==> config.mk <==
export PLATFORM = sky130hd
export DESIGN_NAME = mac_seq_ctrl
export DESIGN_NICKNAME = d
export VERILOG_FILES = /design/src/rtl/mac_seq_ctrl.sv
export SDC_FILE = /design/constraint.sdc
export NUM_CORES = 1
export LEC_CHECK = 0
export BUFFER_PORTS_ARGS = -buffer_cell sky130_fd_sc_hd__buf_4
export CAP_MARGIN = 20
export CORE_MARGIN = 3
export CORE_UTILIZATION = 58
export DETAILED_ROUTE_END_ITERATION = 12
export MAX_ROUTING_LAYER = met4
export PLACE_DENSITY = 0.81
export SYNTH_ARGS = -nofsm -noshare
export SYNTH_HDL_FRONTEND = slang
export SYNTH_SLANG_ARGS = --single-unit
==> constraint.sdc <==
create_clock -name clk -period 6.2 [get_ports clk]
set_input_delay 0.93 -clock clk [delete_from_list [all_inputs] [get_ports clk]]
set_output_delay 0.93 -clock clk [all_outputs]
set_load 0.01 [all_outputs]
==> src/rtl/mac_seq_ctrl.sv <==
// Purpose: sequences a 4-digit schoolbook multiply through one shared W x W multiplier.
// Latency: out_valid rises n*n edges after accept (n = 1/2/4); an invalid cfg reaches DONE on the accept edge.
// Backpressure: result is held in DONE until out_ready; in_ready is low from accept until the result drains.
// Ports:
//   clk, rst (async, active-low)
//   in_valid/in_ready, cfg (00 single, 01 dual, 10 quad, 11 invalid), a/b (4 digits, digit 0 in LSBs)
//   mul_en/mul_a/mul_b -> external multiplier, mul_c <- its combinational product
//   out_valid/out_ready, out_data (8W-bit product), out_err (invalid cfg)
module mac_seq_ctrl #(
  parameter int MIN_WIDTH = 8
) (
  input  logic                   clk,
  input  logic                   rst,
  input  logic                   in_valid,
  output logic                   in_ready,
  input  logic [1:0]             cfg,
  input  logic [4*MIN_WIDTH-1:0] a,
  input  logic [4*MIN_WIDTH-1:0] b,
  output logic                   mul_en,
  output logic [MIN_WIDTH-1:0]   mul_a,
  output logic [MIN_WIDTH-1:0]   mul_b,
  input  logic [2*MIN_WIDTH-1:0] mul_c,
  output logic                   out_valid,
  input  logic                   out_ready,
  output logic [8*MIN_WIDTH-1:0] out_data,
  output logic                   out_err
);

  localparam int W = MIN_WIDTH;

  typedef enum logic [1:0] {
    IDLE = 2'd0,
    MUL  = 2'd1,
    DONE = 2'd2
  } state_t;

  state_t           state;
  logic [4*W-1:0]   a_r;
  logic [4*W-1:0]   b_r;
  logic [1:0]       nm1;   // digit count minus one
  logic [1:0]       i;     // B digit index (slow)
  logic [1:0]       j;     // A digit index (fast)
  logic [8*W-1:0]   acc;
  logic             err;
  logic [8*W-1:0]   prod_sh;

  // Product aligned to digit position i+j before accumulation.
  assign prod_sh = (8*W)'(mul_c) << ((32'(i) + 32'(j)) * W);

  always_ff @(posedge clk or negedge rst) begin
    if (!rst) begin
      state <= IDLE;
      a_r   <= '0;
      b_r   <= '0;
      nm1   <= '0;
      i     <= '0;
      j     <= '0;
      acc   <= '0;
      err   <= 1'b0;
    end else begin
      case (state)
        IDLE: begin
          if (in_valid) begin
            a_r <= a;
            b_r <= b;
            i   <= '0;
            j   <= '0;
            acc <= '0;
            case (cfg)
              2'b00:   nm1 <= 2'd0;
              2'b01:   nm1 <= 2'd1;
              default: nm1 <= 2'd3;
            endcase
            if (cfg == 2'b11) begin
              err   <= 1'b1;
              state <= DONE;
            end else begin
              err   <= 1'b0;
              state <= MUL;
            end
          end
        end
        MUL: begin
          acc <= acc + prod_sh;
          if (j == nm1) begin
            j <= '0;
            if (i == nm1) begin
              state <= DONE;
            end else begin
              i <= i + 2'd1;
            end
          end else begin
            j <= j + 2'd1;
          end
        end
        DONE: begin
          if (out_ready) begin
            err   <= 1'b0;
            state <= IDLE;
          end
        end
        default: state <= IDLE;
      endcase
    end
  end

  // in_ready is gated by rst so it reads 0 while reset is held, independent of clk.
  assign in_ready  = rst && (state == IDLE);
  assign mul_en    = (state == MUL);
  assign mul_a     = mul_en ? W'(a_r >> (32'(j) * W)) : '0;
  assign mul_b     = mul_en ? W'(b_r >> (32'(i) * W)) : '0;
  assign out_valid = (state == DONE);
  assign out_data  = out_valid ? acc : '0;
  assign out_err   = out_valid ? err : 1'b0;

endmodule
# After elaboration in Yosys (flattened, before gate mapping)
# Index checks and enable logic that the tools add are counted.
# W data, S select, Z words.
[word_totals]
ff_bits = 137
out_inout_bits = 84
[classes]
shifts = 3
eq_ne = 11
reduce_logical = 10
mux = 23
n_addsub = 4
[ops]
columns = ["op", "n"]
rows = [
  ["$mux W64", 2],
  ["$pmux W64 S2", 1],
  ["$add A64 B64 Y64", 1],
  ["$shl A16 B6 Y64", 1],
  ["$shr A32 B5 Y8", 2],
  ["$mux W2", 9],
  ["$mux W8", 2],
  ["$pmux W2 S2", 3],
  ["$reduce_and A4 Y1", 2],
  ["$ne A2 B1 Y1 const B", 3],
  ["$pmux W2 S3", 1],
  ["$add A2 B1 Y2 const B", 2],
  ["$eq A2 B1 Y1 const B", 2],
  ["$eq A2 B2 Y1", 2],
  ["$eq A2 B2 Y1 const B", 2],
  ["$logic_not A2 Y1", 2],
  ["$mux W1", 4],
  ["$ne A2 B2 Y1 const B", 2],
  ["$reduce_and A2 Y1", 2],
  ["$reduce_bool A2 Y1", 2],
  ["$add A2 B2 Y3", 1],
  ["$reduce_and A3 Y1", 1],
  ["$pmux W1 S2", 1],
  ["$logic_and A1 B1 Y1", 1],
]

# Logic depth before layout (Yosys ltp)
[logic_depth]
depth_word = 4
ltp_mapped = 19

# Least setup slack after synthesis
# Ideal clock, no wire load.
[synth_path]
path_kind = "reg-to-reg"
startpoint = "register i[1]"
endpoint = "register acc[58]"
period_less_slack_ps = 4501
path_buffers = 1
path_stages_with_launch = 19
setup_slack_ps = 1699
required_time_ps = 6108
setup_time_ps = 92
arrival_time_ps = 4409
cell_sequence = "dfrtp_1 > buf_1 > inv_1 > fa_1 > nand2_1 > nor2_1 > and2_1 > ha_1 > inv_1 > fa_1 > and2b_1 > o31ai_2 > a21oi_2 > o211a_1 > o2111ai_2 > a2111o_1 > a2111oi_4 > nor3_2 > o31ai_2"
[synth_between]
elab_chain_len = 4
[synth_rtl]
columns = ["item", "line", "text"]
rows = [
  ["start, declared", "41", "logic [1:0] i;"],
  ["start signal, assigned", "90", "i <= i + 2'd1;"],
  ["$add A2 B2 Y3", "48", "assign prod_sh = (8*W)'(mul_c) << ((32'(i) + 32'(j)) * W);"],
  ["$shl A16 B6 Y64", "48", ""],
  ["$add A64 B64 Y64", "84", "acc <= acc + prod_sh;"],
  ["$pmux W64 S2", "61", "case (state)"],
  ["end signal, assigned", "84", ""],
  ["end, declared", "43", "logic [8*W-1:0] acc;"],
]
# Every way passes these cells.
# A chain may end at the register's enable or synchronous reset.

# Worst setup path in the final report
[layout_path]
startpoint = "register i[0]"
endpoint = "register acc[62]"
# Same word-level chain as after synthesis.

==> flow_metrics.tcl <==
set metrics [dict create \
    dieArea_mm2 0.0200 \
    synth_compound_area_share_pct 20.2 \
    synthToLayoutAreaGrowth_pct 18.3 \
    yosysMostFrequentCell "nand2_1" \
    power_frac_comb_pct 57.1 \
    synth_xor_area_share_pct 4.44 \
    rsz0062_at_grt "no" \
    max_stage_delay_ns 0.80 \
    post_drt_via_cell_ratio 6.14 \
    clk_path_buf_depth 2 \
    overflow 0 \
    routed_wl_um 32900 \
    wl_per_cell_um 19.6 \
    synthAdderAreaFrac_pct 8.00 \
    finalInstanceArea_mm2 0.0126 \
    drtIter0Drc 906 \
    grt_pass1_vias 9720 \
    hp-class "reg -> reg" \
    cp-start-kind "flip-flop" \
    place_inst 1646 \
    max_freq_mhz 184 \
    ys_seq_area_share_pct 32.2 \
    cts.htree.levels 4 \
    first_pass_iters 8 \
    post-route-period-util_pct 87.6 \
    vias 10300 \
    internal_power_uw 3180 \
    die_y_um 142 \
    fin_setup_tns_ns 0 \
    yosysWarnings 0 \
    clockRootBuffer "clkbuf_16" \
    drive_above_1_share_pct 17.7 \
    die_w_um 142 \
    synth_edf_count 0 \
    cp-end-kind "flip-flop" \
    grt_max_degree 78 \
    track_usage_pct 33.7 \
    seq_power_share_pct 25.7 \
    slew_viol_final 0 \
    synth_top_family_by_area "simple AND/OR/NAND/NOR gates" \
    clk_pin_slew_ns 0.07 \
    yosysTopAreaCellShare_pct 32.2 \
    setup_viol 0 \
    slowest_stage "dfrtp_1" \
    path_depth 18 \
    clkSinkCount 137 \
    synth_cell_types 77 \
    coreArea_mm2 0.0177 \
    place_area_mm2 0.0120 \
    clkPwrFrac_pct 17.2 \
    nets 1594 \
    worst_r2r_path_depth 18 \
    antenna_found_initial 0 \
    cts_tree "yes" \
    crit_fanout 13 \
    dp_hpwl_um 24600 \
    synth.area.mux_share_pct 4.33 \
    hold_viol 0 \
    drc_errors 0 \
    insertion_delay_ns 0.45 \
    ios 170 \
    initial_utilization_pct 60.4 \
    avgSynthCellArea_um2 8.02 \
    path_class "reg -> reg" \
    fillerInstances 1415 \
    ir_drop_uv 364 \
    max_cap_viol_count 0 \
    total_power_uw 6170 \
    io_buffers 169 \
    ys_seq_elements 137 \
    ys_top_cells_by_area "dfrtp_1, nand2_1, ha_1, and2_1, o21ai_0" \
    postCtsSetupBuffers 0 \
    postCtsHoldBufs 0 \
    cts_made_buffers 17 \
    final_cells 1679 \
    syn_inst 1329 \
    power.density_mw_per_mm2 489 \
    cpLargestDelayFamily "compound AO/OA/AOI/OAI gates" \
    ys_async_sr_fraction_pct 100 \
    rows 48 \
    cp.required_ns 6.51 \
    worst-path-buf-inv 2 \
    diodes 0 \
    tightestPinTransition_ns 0.848 \
    grt_pass1_wl_um 52000 \
    path_cells "ha_1 -> inv_1 -> fa_1 -> nand2_1 -> nor2_1 -> and2_1 -> ha_1 -> inv_1 -> fa_1 -> and2b_1 -> o31ai_2 -> a21oi_2 -> o211a_1 -> o2111ai_2 -> a2111o_1 -> a2111oi_4 -> nor3_1 -> nand3b_1" \
    switching_share_pct 48.4 \
    syn-cell-area_mm2 0.0107 \
    yosys-top-cells-count "nand2_1, dfrtp_1, and2_1, o21ai_0, nand3_1" \
    cts_resized 0 \
    p_leak_uw 0.00620 \
    synthFlopType "dfrtp_1" \
    min_path_cells 2 \
    cp.arrival_ns 5.75 \
    yosys.area.top_type "dfrtp_1" \
    max_slew_margin_pct 43.5 \
    ant_nets 0 \
    syn_nets 1482 \
    routabilityCongestion 1.02 \
    p_sw_uw 2990 \
    period_minus_slack_ns 5.43 \
    skew_ns 0.0224 \
    synthSimpleGateAreaFrac_pct 26.8 \
    status "completed" \
]
## registers in the layout, summed over array words and instances (netlist names)
register  flops
err           1
a_r          32
j             2
state         2
nm1           2
acc          64
b_r          32
i             2
## metal layers
metal | global-route usage [%] | up-vias | routed length (um)
met5 | - | - | 0
met4 | 11.4 | 0 | 889
met3 | 7.55 | 70 | 2750
met2 | 51.0 | 452 | 15200
met1 | 45.0 | 4902 | 14000
li1 | - | 4886 | -
## stage by stage
step / hold WS [ns] / util, % / setup slack, ns
2_1_floorplan: 0.437 / - / 1.70
3_3_place_gp: 0.453 / 67.7 / 1.02
3_5_place_dp: 0.458 / 67.7 / 0.864
4_1_cts: 0.475 / 71.3 / 0.837
5_1_grt: 0.495 / 71.4 / 0.368
6_report: 0.474 / 71.4 / 0.766
## path summary, 6_finish.rpt
path	startpoint	endpoint	slack [ns]
worst min register to register	b_r[15]	b_r[15]	0.47
min in group asynchronous	rst	acc[12]	0.51
worst max register to register	i[0]	acc[62]	0.77
worst max-delay path	i[0]	acc[62]	0.77
worst min-delay path	b_r[15]	b_r[15]	0.47
max in group asynchronous	rst	acc[40]	4.33
## final cells by class
cell class,instances,area (um2),share of cell area (%)
multi-input combinational,1081,6820,54.1
tap,225,282,2.23
timing repair buffer,176,1350,10.7
clock buffer,17,425,3.37
sequential,137,3430,27.2
inverter,28,105,0.834
clock inverter,15,199,1.58
## power by group through the flow
stage                     combinational (uW)  clock (uW)  sequential, uW
after floorplan                         2620           0            1450
after global placement                  3380           0            1580
after detailed placement                3440           0            1590
after CTS                               3460        1070            1580
after global routing                    3880        1110            1630
final                                   3520        1060            1590
## cell usage in the layout (no fill, tap or decap), types with 28 or more instances in the layout
master / n
nand3_1: 76
nand2_1: 283
a21oi_1: 75
dfrtp_1: 137
buf_4: 174
o21ai_0: 89
ha_1: 65
xnor2_1: 28
a21o_1: 30
nor2_1: 66
and2_1: 99
## tightest hold or removal path: stages (launching register included)
cell	delay [ns]
dfrtp_1	0.34
nand2_1	0.05
nand2_1	0.05
## logic make-up after synthesis
group / after synthesis
AND/OR/NAND/NOR: 613
adder cells (fa/ha/maj): 67
AO/OA/AOI/OAI: 321
XOR/XNOR: 54
buffers and inverters: 111
multiplexers: 26
flip-flops: 137
(Power assumes the default switching activity.)
